**src/rtl/shifter_pkg.sv**
```systemverilog
// shifter_pkg: shared constants, palette field layout and channel expansion for the shifter palette.
// Build option: define SHIFTER_STE_PALETTE_EN for the STe palette (4 stored bits per channel,
// 4096 colours); the default build is the ST palette (3 stored bits per channel, 512 colours).
package shifter_pkg;
    localparam int PAL_ENTRIES = 16;
    localparam int CH_BITS     = 4;
    localparam int IDX_BITS    = $clog2(PAL_ENTRIES);
    localparam int ENTRY_BITS  = 12;
    localparam logic [1:0] REZ_LOW  = 2'd0;
    localparam logic [1:0] REZ_MID  = 2'd1;
    localparam logic [1:0] REZ_HIGH = 2'd2;
    localparam int R_LSB = 8;
    localparam int G_LSB = 4;
    localparam int B_LSB = 0;
`ifdef SHIFTER_STE_PALETTE_EN
    localparam int NIB_BITS = 4;
    localparam logic [ENTRY_BITS-1:0] STORE_MASK = 12'hFFF;
    // The nibble MSB is the intensity LSB, keeping STe palettes ST-compatible.
    function automatic logic [CH_BITS-1:0] expand(input logic [NIB_BITS-1:0] n);
        return {n[2:0], n[3]};
    endfunction
`else
    localparam int NIB_BITS = 3;
    localparam logic [ENTRY_BITS-1:0] STORE_MASK = 12'h777;
    // Replicating the MSB maps 0 -> 0 and 7 -> F so full intensity reaches the DAC rail.
    function automatic logic [CH_BITS-1:0] expand(input logic [NIB_BITS-1:0] n);
        return {n, n[2]};
    endfunction
`endif
endpackage

```
**src/rtl/shifter_palette_regs.sv**
```systemverilog
// shifter_palette_regs: 16-entry palette register file with byte-lane writes.
// Ports: clk32/nReset clock and async active-low reset; i_we write strobe; i_addr shared
// CPU write/read address; i_be {upper,lower} byte enables; i_wdata CPU data; o_cpu_rdata
// async CPU read; i_pix_addr/o_pix_rdata async pixel-path read.
// Build option: SHIFTER_STE_PALETTE_EN (via shifter_pkg) widens the stored channel bits.
module shifter_palette_regs
    import shifter_pkg::*;
(
    input  logic                  clk32,
    input  logic                  nReset,
    input  logic                  i_we,
    input  logic [IDX_BITS-1:0]   i_addr,
    input  logic [1:0]            i_be,
    input  logic [15:0]           i_wdata,
    output logic [15:0]           o_cpu_rdata,
    input  logic [IDX_BITS-1:0]   i_pix_addr,
    output logic [ENTRY_BITS-1:0] o_pix_rdata
);
    logic [ENTRY_BITS-1:0] r_entry [PAL_ENTRIES];
    logic [ENTRY_BITS-1:0] w_lane;
    logic                  w_unused;

    // Bits [15:12] are never stored, so the upper lane only covers the red nibble.
    assign w_lane   = {i_be[1] ? 4'hF : 4'h0, i_be[0] ? 8'hFF : 8'h00};
    assign w_unused = ^i_wdata[15:12];

    always_ff @(posedge clk32 or negedge nReset) begin
        if (!nReset) begin
            for (int i = 0; i < PAL_ENTRIES; i++) r_entry[i] <= '0;
        end else if (i_we) begin
            r_entry[i_addr] <= (r_entry[i_addr] & ~w_lane) | (i_wdata[ENTRY_BITS-1:0] & w_lane & STORE_MASK);
        end
    end

    assign o_cpu_rdata = {4'h0, r_entry[i_addr]};
    assign o_pix_rdata = r_entry[i_pix_addr];
endmodule

```
**src/rtl/shifter_palette.sv**
```systemverilog
// shifter_palette: colour index to RGB via the palette, with CPU palette access, border,
// blanking and the monochrome path.
// Ports: clk32/nReset clock and async active-low reset; pixClkEn pixel enable; DE display
// enable (low = border); BLANK_n active-low blank; rez resolution; monocolor mono monitor;
// color_index pixel index; bus_cs/bus_rw/bus_addr/bus_uds/bus_lds/bus_din CPU access;
// bus_dout read data; bus_dtack acknowledge; R/G/B 4-bit channels to the DAC.
// Build option: SHIFTER_STE_PALETTE_EN selects the STe 4096-colour palette.
module shifter_palette
    import shifter_pkg::*;
(
    input  logic                clk32,
    input  logic                nReset,
    input  logic                pixClkEn,
    input  logic                DE,
    input  logic                BLANK_n,
    input  logic [1:0]          rez,
    input  logic                monocolor,
    input  logic [IDX_BITS-1:0] color_index,
    input  logic                bus_cs,
    input  logic                bus_rw,
    input  logic [IDX_BITS-1:0] bus_addr,
    input  logic                bus_uds,
    input  logic                bus_lds,
    input  logic [15:0]         bus_din,
    output logic [15:0]         bus_dout,
    output logic                bus_dtack,
    output logic [CH_BITS-1:0]  R,
    output logic [CH_BITS-1:0]  G,
    output logic [CH_BITS-1:0]  B
);
    logic                  r_cs_d;
    logic                  r_dtack;
    logic [15:0]           r_dout;
    logic [IDX_BITS-1:0]   r_s1_idx;
    logic                  r_s1_de;
    logic                  r_s1_blank_n;
    logic [CH_BITS-1:0]    r_r;
    logic [CH_BITS-1:0]    r_g;
    logic [CH_BITS-1:0]    r_b;
    logic                  w_start;
    logic                  w_mono;
    logic                  w_pix;
    logic [IDX_BITS-1:0]   w_pix_addr;
    logic [15:0]           w_cpu_rdata;
    logic [ENTRY_BITS-1:0] w_pix_rdata;

    assign w_start    = bus_cs & ~r_cs_d;
    // rez = 3 behaves as high resolution.
    assign w_mono     = (rez >= REZ_HIGH) & monocolor;
    // Mono only needs entry 0, so the pixel read port is steered there.
    assign w_pix_addr = w_mono ? '0 : r_s1_idx;
    assign w_pix      = (r_s1_de & r_s1_idx[IDX_BITS-1]) ^ w_pix_rdata[0];

    shifter_palette_regs u_regs (
        .clk32       (clk32),
        .nReset      (nReset),
        .i_we        (w_start & ~bus_rw),
        .i_addr      (bus_addr),
        .i_be        ({bus_uds, bus_lds}),
        .i_wdata     (bus_din),
        .o_cpu_rdata (w_cpu_rdata),
        .i_pix_addr  (w_pix_addr),
        .o_pix_rdata (w_pix_rdata)
    );

    // dtack rises the cycle after the edge is seen and follows bus_cs down.
    always_ff @(posedge clk32 or negedge nReset) begin
        if (!nReset) begin
            r_cs_d  <= 1'b0;
            r_dtack <= 1'b0;
            r_dout  <= '0;
        end else begin
            r_cs_d  <= bus_cs;
            r_dtack <= bus_cs & r_cs_d;
            if (w_start & bus_rw) r_dout <= w_cpu_rdata;
        end
    end

    // Stage 2 reads the palette asynchronously at the same edge a write lands, so a
    // colliding lookup sees the old entry value.
    always_ff @(posedge clk32 or negedge nReset) begin
        if (!nReset) begin
            r_s1_idx     <= '0;
            r_s1_de      <= 1'b0;
            r_s1_blank_n <= 1'b0;
            r_r          <= '0;
            r_g          <= '0;
            r_b          <= '0;
        end else if (pixClkEn) begin
            r_s1_idx     <= DE ? color_index : '0;
            r_s1_de      <= DE;
            r_s1_blank_n <= BLANK_n;
            r_r          <= !r_s1_blank_n ? '0 : w_mono ? {CH_BITS{w_pix}} : expand(w_pix_rdata[R_LSB +: NIB_BITS]);
            r_g          <= !r_s1_blank_n ? '0 : w_mono ? {CH_BITS{w_pix}} : expand(w_pix_rdata[G_LSB +: NIB_BITS]);
            r_b          <= !r_s1_blank_n ? '0 : w_mono ? {CH_BITS{w_pix}} : expand(w_pix_rdata[B_LSB +: NIB_BITS]);
        end
    end

    assign bus_dout  = r_dout;
    assign bus_dtack = r_dtack;
    assign R         = r_r;
    assign G         = r_g;
    assign B         = r_b;
endmodule

```
**config.mk**
```make
export PLATFORM = sky130hd
export DESIGN_NAME = shifter_palette
export DESIGN_NICKNAME = d
export VERILOG_FILES = /design/src/rtl/shifter_pkg.sv /design/src/rtl/shifter_palette_regs.sv /design/src/rtl/shifter_palette.sv
export SDC_FILE = /design/constraint.sdc
export NUM_CORES = 1
export LEC_CHECK = 0
export ABC_AREA = 1
export CELL_PAD_IN_SITES_DETAIL_PLACEMENT = 0
export CELL_PAD_IN_SITES_GLOBAL_PLACEMENT = 1
export CORE_ASPECT_RATIO = 0.7
export CORE_MARGIN = 2
export CORE_UTILIZATION = 40
export DETAILED_ROUTE_END_ITERATION = 12
export DONT_BUFFER_PORTS = 1
export MAX_ROUTING_LAYER = met4
export PLACE_DENSITY_LB_ADDON = 0.08
export SLEW_MARGIN = 20
export SYNTH_ARGS = -nofsm -noshare
export SYNTH_HDL_FRONTEND = slang
export SYNTH_SLANG_ARGS = --single-unit
```
**constraint.sdc**
```tcl
create_clock -name clk32 -period 2.6 [get_ports clk32]
set_input_delay 0.26 -clock clk32 [delete_from_list [all_inputs] [get_ports clk32]]
set_output_delay 0.26 -clock clk32 [all_outputs]
set_load 0.05 [all_outputs]
```
==> results of run 1 <==
-- worst max-delay path: stages, from the launching register on --
cell	delay [ps]
dfrtp_1	370
buf_4	400
buf_4	310
a21oi_1	90
a21oi_1	170
nand2_1	120
nand3_1	170
nand2_1	70
a21oi_1	200
nand2_1	80
nand2_1	60
-- routing by layer --
metal	track usage [%]	vias up	part of all wire [%]
li1	-	5197	-
met1	44.1	5461	50
met2	39.3	409	41
met3	5.19	58	7.3
met4	5.77	0	2.0
met5	-	-	0
-- kinds of logic (layout without fill, tap and decap cells) --
logic type,Yosys count,in the layout,share of synthesized area [%]
other cells,1,5,0.0296
simple gates,1045,1045,39.2
compound gates,169,169,9.60
buf+inv,181,154,7.52
flops,221,221,43.7
-- sequential cells by signal, summed over array words and instances, names as in the netlist --
register,count
r_s1_idx,4
G,3
r_s1_de,1
R,3
bus_dtack,1
bus_dout,12
u_regs.r_entry,192
B,3
r_cs_d,1
r_s1_blank_n,1
-- area by class of cell --
cell class / count / area [um2] / area share (%)
Antenna cell: 1 / 2.50 / 0.0182
Clock inverter: 4 / 72.6 / 0.527
Timing Repair Buffer: 61 / 515 / 3.74
Multi-Input combinational cell: 1218 / 6210 / 45.1
Clock buffer: 37 / 711 / 5.16
Tap cell: 420 / 526 / 3.82
Sequential cell: 221 / 5530 / 40.2
Inverter: 52 / 195 / 1.42
-- power by group through the flow --
stage	clock network, W	registers, W	logic [W]
6_report	0.00355	0.00416	0.00133
5_1_grt	0.00376	0.00419	0.00147
4_1_cts	0.00361	0.00415	0.00131
3_5_place_dp	0	0.00421	0.00129
3_3_place_gp	0	0.00421	0.00128
2_1_floorplan	0	0.00411	0.000979
-- path summary, 6_finish.rpt --
kind,start,to,slack (ps),depth (start not counted)
worst max-delay path,r_s1_idx[0]$_DFFE_PN0P_,G[1]$_DFFE_PN0P_,450,10
worst min-delay path,nReset,u_regs.r_entry[99]$_DFFE_PN0P_,-580,0
worst max register to register,r_s1_idx[0]$_DFFE_PN0P_,G[1]$_DFFE_PN0P_,450,10
worst min register to register,u_regs.r_entry[183]$_DFFE_PN0P_,u_regs.r_entry[183]$_DFFE_PN0P_,480,2
max in group asynchronous,nReset,u_regs.r_entry[20]$_DFFE_PN0P_,2740,0
min in group clk32,pixClkEn,r_s1_blank_n$_DFFE_PN0P_,50,3
-- synth_stat cells (4+ instances only) --
cell      count  area [um2]
buf_1        13        48.8
buf_4        16         120
buf_2        50         250
nor2_2       21         131
inv_1        24        90.1
a21oi_1      57         285
a22oi_1      68         510
or2_2         9        56.3
clkbuf_1     30         113
nand2_2       4        25.0
nor2_4        6        67.6
nand2_4       8        90.1
o21ai_0      14        70.1
nand2_1     700        2630
a22oi_2      26         325
nand3_2      88         881
nand3_1     194         971
nor2_1       11        41.3
dfrtp_1     221        5530
inv_2        28         105
buf_6        20         225
-- through the flow --
step                hold WS (ps)  utilization (%)  cell area (um2)
global placement           -24.2             41.4            12900
floorplan                  -35.6                -            12700
finish                      -578             44.2            13800
detailed placement         -23.5             41.4            12900
CTS                         -592             44.2            13800
global route                -602             44.2            13800
-- cell usage in the layout, fill, tap and decap left out, types with 5 or more instances in the layout --
cell / count
nand2_1: 699
dfrtp_1: 221
nand3_1: 194
nand3_2: 88
a22oi_1: 68
a21oi_1: 57
buf_4: 50
inv_2: 29
a22oi_2: 26
clkbuf_16: 25
inv_1: 23
nor2_2: 18
o21ai_0: 14
nor2_1: 11
nor2_4: 9
or2_2: 9
nand2_4: 8
clkbuf_1: 8
dlygate4sd3_1: 8
nand2_2: 5
==> summary.md, run 1 <==
| Metric | Value |
|---|---|
| Pwr dens | `656 mW/mm2` |
| Starting Density | `40.7%` |
| Num CTS Buffers | `25` |
| Max Buffers Root-to-Sink | `3` |
| Worst setup EP type | `flop` |
| Layout cell share with drive strength beyond 1 | `17.7%` |
| Final setup fails | `0` |
| Static leakage | `6.89 nW` |
| Seq/Total Area, Yosys | `43.7%` |
| Num Clock Sinks | `221` |
| Die Y | `153 um` |
| Period utilization | `82.7%` |
| Final TNS setup | `0 ps` |
| Post-route DRC | `0` |
| Clk slew on worst S/H paths | `70 ps` |
| Combinational fraction of design power | `14.7%` |
| Worst VDD drop | `0.000369 V` |
| Setup Buffers After CTS | `0` |
| Syn avg cell area | `7.83 um2` |
| Main synth FF type | `dfrtp_1` |
| GRT overflow | `0` |
| Post-synth EDFFs | `0` |
| Drt initial violations | `1,227` |
| Fmax | `465 MHz` |
| Clock power frac | `39.3%` |
| Die X | `217 um` |
| Max cap viols | `0` |
| Largest net degree at the start of global routing | `222` |
| Filler Cell Count | `3,148` |
| Detailed Place HPWL | `30,200 um` |
| IO Port Bufs | `0` |
| Number of global-route vias before repair | `10,700` |
| First-pass GRT wire length | `70,000 um` |
| Overall Global Routing Usage | `28.8%` |
| Post-layout worst setup margin | `451 ps` |
| Htree depth | `1` |
| CTS Hold Buffers Added | `8` |
| # IOs | `65` |
| Yosys Warn Count | `0` |
| Final Hold Viols | `221` |
| Critical path class | `flop to flop` |
| Post-synthesis cell area | `0.0127 mm2` |
| Area growth syn-to-layout | `8.67%` |
| Async SR Flop Fraction | `100%` |
| WL/cell | `22.7 um` |
| Int Pwr | `0.00621 W` |
| Crit path arrival time | `2630 ps` |
| Violated checks | `hold timing` |
| Cell row count | `54` |
| Minimum clock period | `2150 ps` |
| Post-cts sizing count | `0` |
| Rel. slew slack | `35.7%` |
| Crit path launch type | `flop` |
| Pin slew with the least headroom to its limit | `964 ps` |
| CP required | `3080 ps` |
| Max-slew violations | `0` |
| Non-Filler Instances | `2,014` |
| DR vias | `11,100` |
| Nets | `1,615` |
| Initial antenna violation count | `1` |
| Tightest Hold Check Type | `input port to asynchronous set/reset pin` |
| Post-synth cell types | `26` |
| Switching portion of total power | `31.2%` |
| CTS tree | `yes` |
| Post-DRT Antenna Nets | `0` |
| Pre-CTS setup slack | `251 ps` |
| Die Area | `0.0331 mm2` |
| Vias per Instance | `5.52` |
| First-pass detailed-route iteration total | `5` |
| Root Buffer | `clkbuf_16` |
| Total Power | `0.00904 W` |
| CP max FO | `32` |
| RSZ-0062 raised after global routing | `false` |
| Sequential share of power | `46.1%` |
| Mapped Cells | `1,617` |
| Sw power | `0.00282 W` |
| Register bit total from synthesis | `221` |
| Clk Latency, worst-skew pair | `550 ps` |
| DRT Wirelength | `45,700 um` |
| GPL Wtd Cong | `0.836` |
| DP Cell Count | `1,964` |
| Status | `complete, but fails checks` |
| Worst hold slack | `-578 ps` |
| Clock Skew | `16.9 ps` |
| Area of the core | `0.0311 mm2` |
(Power assumes the default switching activity.)
==> run 2: changes to the inputs <==
==> constraint.sdc (replaced) <==
create_clock -name clk32 -period 2.1 [get_ports clk32]
set_input_delay 0.21 -clock clk32 [delete_from_list [all_inputs] [get_ports clk32]]
set_output_delay 0.21 -clock clk32 [all_outputs]
set_load 0.05 [all_outputs]
==> summary.md, run 2 (synthesized netlist as in run 1, its figures left out) <==
| Metric | Value |
|---|---|
| Final setup fails | `0 (unchanged)` |
| Htree depth | `1 (unchanged)` |
| Die Y | `153 um (unchanged)` |
| Area of the core | `0.0311 mm2 (unchanged)` |
| Layout cell share with drive strength beyond 1 | `18.8% (+1.1 points)` |
| Area growth syn-to-layout | `11.0%` |
| GPL Wtd Cong | `0.852 (+1.9%)` |
| Period utilization | `93.9% (+11 points)` |
| Die Area | `0.0331 mm2 (unchanged)` |
| Tightest Hold Check Type | `input port to asynchronous set/reset pin` |
| Critical path class | `flop to flop` |
| Pin slew with the least headroom to its limit | `627 ps (-338 ps)` |
| Max cap viols | `0 (unchanged)` |
| Total Power | `0.0115 W (+27%)` |
| Antenna fix cells | `0 (-1)` |
| Nets | `1,630 (+0.93%)` |
| Max-slew violations | `0 (unchanged)` |
| Initial antenna violation count | `0 (-1)` |
| Num CTS Buffers | `26 (+4.0%)` |
| Pre-CTS setup slack | `30.2 ps (-220 ps)` |
| Post-layout worst setup margin | `129 ps (-322 ps)` |
| Vias per Instance | `5.53 (about the same)` |
| Post-route DRC | `0 (unchanged)` |
| Worst hold slack | `-632 ps (-54.7 ps)` |
| Static leakage | `7.03 nW (+2.0%)` |
| Final Hold Viols | `221 (unchanged)` |
| Biggest register | `u_regs.r_entry` |
| Commonest non-fill, non-tap cell in the layout | `nand2_1` |
| Violated checks | `hold timing` |
| IO Port Bufs | `0 (unchanged)` |
| Max Buffers Root-to-Sink | `3 (unchanged)` |
| RSZ-0062 raised after global routing | `false` |
| CTS Hold Buffers Added | `8 (unchanged)` |
| Cell row count | `54 (unchanged)` |
| Overall Global Routing Usage | `28.6% (-0.19 points)` |
| Non-Filler Instances | `2,030 (+0.79%)` |
| CP required | `2540 ps (-540 ps)` |
| DRT Wirelength | `45,300 um (-0.92%)` |
| Rel. slew slack | `58.2% (+23 points)` |
| Crit path arrival time | `2410 ps (-220 ps)` |
| Fmax | `507 MHz (+9.1%)` |
| Final TNS setup | `0 ps (unchanged)` |
| Post-DRT Antenna Nets | `0 (unchanged)` |
| Worst setup EP type | `flop` |
| Starting Density | `40.7% (unchanged)` |
| Multi-input gate area | `0.00623 mm2 (+0.30%)` |
| # IOs | `65 (unchanged)` |
| First-pass detailed-route iteration total | `5 (unchanged)` |
| First-pass GRT wire length | `70,300 um (+0.38%)` |
| Detailed Place HPWL | `30,300 um (+0.44%)` |
| CTS tree | `yes` |
| Drt initial violations | `1,352 (+10%)` |
| Largest net degree at the start of global routing | `222 (unchanged)` |
| DP Cell Count | `1,977 (+0.66%)` |
| Clk Latency, worst-skew pair | `550 ps (about the same)` |
| Setup Buffers After CTS | `0 (unchanged)` |
| Max FFs per register | `192 (unchanged)` |
| Worst VDD drop | `0.000578 V (+57%)` |
| Commonest cells after routing, fill and taps aside | `nand2_1, dfrtp_1, nand3_1` |
| Clock Skew | `13.3 ps (-3.58 ps)` |
| CP max FO | `18 (-44%)` |
| Crit path launch type | `flop` |
| Filler Cell Count | `3,204 (+1.8%)` |
| WL/cell | `22.3 um (-1.7%)` |
| GRT overflow | `0 (unchanged)` |
| Reg area | `0.00553 mm2 (about the same)` |
| DR vias | `11,200 (+0.86%)` |
| Pwr dens | `817 mW/mm2 (+25%)` |
| Root Buffer | `clkbuf_16` |
| Minimum clock period | `1970 ps (-178 ps)` |
| Die X | `217 um (unchanged)` |
| Status | `complete, but fails checks` |
| Num Clock Sinks | `221 (unchanged)` |
| Number of global-route vias before repair | `10,800 (+1.2%)` |
| Clk slew on worst S/H paths | `60 ps (about the same)` |
==> run 2: changes by cell type in the layout (fill, tap and decap cells not counted), moves of 2 or more <==
cell / before / now
buf_12: 3 / 11
buf_4: 50 / 54
clkbuf_1: 8 / 6
clkbuf_16: 25 / 28
clkinv_2: 1 / 3
clkinvlp_4: 1 / 3
==> run 2: path summary, 6_finish.rpt <==
kind | endpoint | slack [ps] | from | depth (start not counted)
max | B[0]$_DFFE_PN0P_ | 130 | r_s1_idx[0]$_DFFE_PN0P_ | 12
min | u_regs.r_entry[186]$_DFFE_PN0P_ | -630 | nReset | 0
max reg2reg | B[0]$_DFFE_PN0P_ | 130 | r_s1_idx[0]$_DFFE_PN0P_ | 12
min reg2reg | r_s1_blank_n$_DFFE_PN0P_ | 480 | r_s1_blank_n$_DFFE_PN0P_ | 2
max in group asynchronous | r_cs_d$_DFF_PN0_ | 2270 | nReset | 0
min in group clk32 | bus_dout[3]$_DFFE_PN0P_ | 80 | bus_rw | 4
==> run 2: power breakdown <==
part | internal [W] | total, W | switching [W]
sequential | 0.00462 | 0.00511 | 0.000487
combinational | 0.000564 | 0.00176 | 0.00120
clock | 0.00269 | 0.00462 | 0.00194
==> run 2: area by class of cell <==
type,instances,area share [%]
well taps,420,3.74
clock buffers,36,5.26
multi-input cells,1218,44.3
repair buffers,75,5.28
clock inverters,8,0.694
inverters,52,1.39
flip-flops and latches,221,39.3
==> run 2: layer usage <==
metal	GRT usage, %	part of all wire [%]	vias to the layer above
met5	-	0	-
met4	5.12	1.4	0
met3	5.07	8.5	40
met2	38.4	41	445
met1	44.6	49	5501
li1	-	-	5235
==> run 2: stage by stage <==
| stage | utilization, % | hold WS (ps) | instance area, um2 |
|---|---|---|---|
| after floorplan | - | -85.6 | 12700 |
| after detailed placement | 42.1 | -73.2 | 13100 |
| final | 45.2 | -632 | 14100 |
| after global placement | 42.1 | -73.2 | 13100 |
| after global routing | 45.2 | -664 | 14100 |
| after CTS | 45.0 | -660 | 14000 |
==> run 2: repair_timing <==
item                                    CTS  global route
endpoints found under the setup margin    0             9
gates resized for setup                   0             5
endpoints found under the hold margin   238           221
==> run 2: critical path, cell delays in order, from the launching register on <==
cell     delay [ps]
dfrtp_2         490
nand2_8         160
buf_4           220
nand2_1          60
nand3_1          60
nand3_1         110
nand2_1         160
nand2_1          90
nand3_1         150
nand2_1         130
inv_1            50
nand2_1          90
nand2_1          60
==> run 3: changes to the inputs <==
--- a/config.mk
+++ b/config.mk
@@ -10,12 +10,12 @@
 export CELL_PAD_IN_SITES_GLOBAL_PLACEMENT = 1
 export CORE_ASPECT_RATIO = 0.7
 export CORE_MARGIN = 2
-export CORE_UTILIZATION = 40
+export CORE_UTILIZATION = 30
 export DETAILED_ROUTE_END_ITERATION = 12
 export DONT_BUFFER_PORTS = 1
 export MAX_ROUTING_LAYER = met4
 export PLACE_DENSITY_LB_ADDON = 0.08
-export SLEW_MARGIN = 20
 export SYNTH_ARGS = -nofsm -noshare
 export SYNTH_HDL_FRONTEND = slang
 export SYNTH_SLANG_ARGS = --single-unit
+export TNS_END_PERCENT = 30
==> summary.md, run 3 (synthesized netlist as in run 1, its figures left out) <==
| Metric | Value |
|---|---|
| Switching portion of total power | `31.7% (+0.18 points)` |
| Cell mode on critical path | `nand2_1` |
| Int Pwr | `0.00806 W (+2.4%)` |
| Max-slew violations | `0 (unchanged)` |
| DP Cell Count | `2,113 (+6.9%)` |
| Layout cell share with drive strength beyond 1 | `19.5% (+0.73 points)` |
| IO Port Bufs | `0 (unchanged)` |
| Non-Filler Instances | `2,171 (+6.9%)` |
| Max Buffers Root-to-Sink | `3 (unchanged)` |
| Starting Density | `30.6% (-10 points)` |
| RSZ-0062 raised after global routing | `false` |
| Overall Global Routing Usage | `23.3% (-5.2 points)` |
| Worst setup EP type | `flop` |
| Crit path largest cell delay | `440 ps (-50 ps)` |
| CP max FO | `25 (+7)` |
| Worst VDD drop | `0.000538 V (-6.9%)` |
| CP max-delay cell | `dfrtp_2` |
| Cell row count | `62 (+15%)` |
| GPL Wtd Cong | `0.847 (-0.65%)` |
| Final TNS setup | `0 ps (unchanged)` |
| Post-DRT Antenna Nets | `0 (unchanged)` |
| Period utilization | `93.4% (-0.49 points)` |
| R2r endpoint | `R[1]$_DFFE_PN0P_` |
| Post-route DRC | `0 (unchanged)` |
| Reg area | `0.00553 mm2 (unchanged)` |
| Post-layout worst setup margin | `139 ps (+10.2 ps)` |
| Num CTS Buffers | `28 (+7.7%)` |
| Initial antenna violation count | `0 (unchanged)` |
| Commonest non-fill, non-tap cell in the layout | `nand2_1` |
| Reg-to-reg setup timing slack | `140 ps (about the same)` |
| Total Power | `0.0118 W (+2.6%)` |
| CTS Hold Buffers Added | `8 (unchanged)` |
| First-pass detailed-route iteration total | `5 (unchanged)` |
| Antenna fix cells | `0 (unchanged)` |
| Multi-input gate area | `0.00622 mm2 (-0.18%)` |
| Die Area | `0.0439 mm2 (+33%)` |
| Rel. slew slack | `39.7% (-18 points)` |
| Worst hold slack | `-648 ps (-15.4 ps)` |
| DRT Wirelength | `49,000 um (+8.3%)` |
| GRT overflow | `0 (unchanged)` |
| Die X | `250 um (+15%)` |
| # IOs | `65 (unchanged)` |
| Worst r2r path cells | `12 (unchanged)` |
| Largest net degree at the start of global routing | `222 (unchanged)` |
| Final setup fails | `0 (unchanged)` |
| Commonest cells after routing, fill and taps aside | `nand2_1, dfrtp_1, nand3_1` |
| Number of global-route vias before repair | `10,800 (-0.36%)` |
| Sequential share of power | `43.3% (-1.2 points)` |
| Tightest Hold Check Type | `input port to asynchronous set/reset pin` |
| CTS tree | `yes` |
| Final Hold Viols | `221 (unchanged)` |
| Clock power frac | `41.3% (+1.1 points)` |
| Sw power | `0.00374 W (+3.2%)` |
| Buffers & Inverters on Critical Path | `2 (unchanged)` |
| Cell Chain, Critical Path | `nand2_2 -> buf_8 -> nand2_1 -> nand3_1 -> nand3_1 -> nand3_1 -> nand2_1 -> nand2_1 -> nand3_1 -> buf_4 -> nand2_1 -> nand2_1` |
| Area of the core | `0.0413 mm2 (+33%)` |
| Htree depth | `1 (unchanged)` |
| Root Buffer | `clkbuf_16` |
| Area growth syn-to-layout | `13.3%` |
| Status | `complete, but fails checks` |
| Critical path class | `flop to flop` |
| Biggest register | `u_regs.r_entry` |
| Crit path arrival time | `2420 ps (about the same)` |
| WL/cell | `22.6 um (+1.2%)` |
| Filler Cell Count | `4,435 (+38%)` |
| Fmax | `510 MHz (+0.52%)` |
| Worst reg2reg path startpoint | `r_s1_idx[0]$_DFFE_PN0P_` |
| CP delay by family, top | `simple AND/OR/NAND/NOR gates` |
| Num Clock Sinks | `221 (unchanged)` |
| Max FFs per register | `192 (unchanged)` |
| Minimum clock period | `1960 ps (-10.2 ps)` |
| Static leakage | `7.12 nW (+1.4%)` |
| Combinational fraction of design power | `15.4% (about the same)` |
| Pin slew with the least headroom to its limit | `902 ps (+275 ps)` |
| Clk Latency, worst-skew pair | `570 ps (+20 ps)` |
| Clk slew on worst S/H paths | `60 ps (about the same)` |
| Max cap viols | `0 (unchanged)` |
| First-pass GRT wire length | `74,700 um (+6.4%)` |
| Clock Skew | `9.81 ps (-3.49 ps)` |
| Pre-CTS setup slack | `-78.1 ps (-108 ps)` |
| Drt initial violations | `982 (-27%)` |
| Vias per Instance | `5.12 (-7.3%)` |
| Detailed Place HPWL | `33,500 um (+10%)` |
| Pwr dens | `822 mW/mm2 (+0.55%)` |
| Nets | `1,643 (+0.80%)` |
| Crit path launch type | `flop` |
| DR vias | `11,100 (-0.91%)` |
| Violated checks | `hold timing` |
| CP required | `2560 ps (+20 ps)` |
| Die Y | `176 um (+15%)` |
[run 3: worst max path at each step]
stage,from,to,depth (start not counted),slack (ps)
detailed placement,bus_addr[0],u_regs.r_entry[38]$_DFFE_PN0P_,11,-80
finish,r_s1_idx[0]$_DFFE_PN0P_,R[1]$_DFFE_PN0P_,12,140
floorplan,r_cs_d$_DFF_PN0_,u_regs.r_entry[148]$_DFFE_PN0P_,8,490
global placement,bus_addr[0],u_regs.r_entry[30]$_DFFE_PN0P_,9,-70
global route,r_s1_idx[0]$_DFFE_PN0P_,G[0]$_DFFE_PN0P_,10,0.7
CTS,r_s1_idx[0]$_DFFE_PN0P_,R[1]$_DFFE_PN0P_,12,40
[run 3: power by group through the flow]
stage,registers (W),clock network [W],logic (W)
3_5_place_dp,0.00517,0,0.00178
3_3_place_gp,0.00518,0,0.00177
4_1_cts,0.00510,0.00500,0.00181
6_report,0.00511,0.00487,0.00182
2_1_floorplan,0.00509,0,0.00121
5_1_grt,0.00516,0.00515,0.00201
[run 3: repair_timing]
action | 4_1_cts | 5_1_grt
setup buffers | 0 | 0
endpoints found under the hold margin | 238 | 221
setup endpoints to repair | 0 | 9
resized for setup | 0 | 5
[run 3: cell type report]
class / count / area share, %
multi-input combinational: 1218 / 43.3
timing repair buffer: 86 / 5.76
inverter: 52 / 1.36
sequential: 221 / 38.5
clock inverter: 6 / 0.401
tap: 544 / 4.74
clock buffer: 44 / 5.87
[run 3: stage by stage]
stage	hold slack [ps]	util, %	instance area, um2
after detailed placement	-69.5	32.3	13400
after global routing	-679	34.7	14400
after CTS	-667	34.7	14300
after floorplan	-85.6	-	12700
after global placement	-71.0	32.3	13400
final	-648	34.7	14400
[run 3: metal layers]
metal	routed length, um	global-route usage (%)	part of all wire [%]	up-vias
met3	2400	2.90	4.9	41
li1	-	-	-	5271
met4	629	3.24	1.3	0
met1	25700	36.1	52	5547
met2	20300	32.7	41	260
met5	0	-	0	-
[run 3: worst register-to-register path: stages (launching register included)]
cell,delay (ps)
dfrtp_2,440
nand2_2,160
buf_8,230
nand2_1,80
nand3_1,100
nand3_1,110
nand3_1,120
nand2_1,130
nand2_1,80
nand3_1,70
buf_4,170
nand2_1,100
nand2_1,60
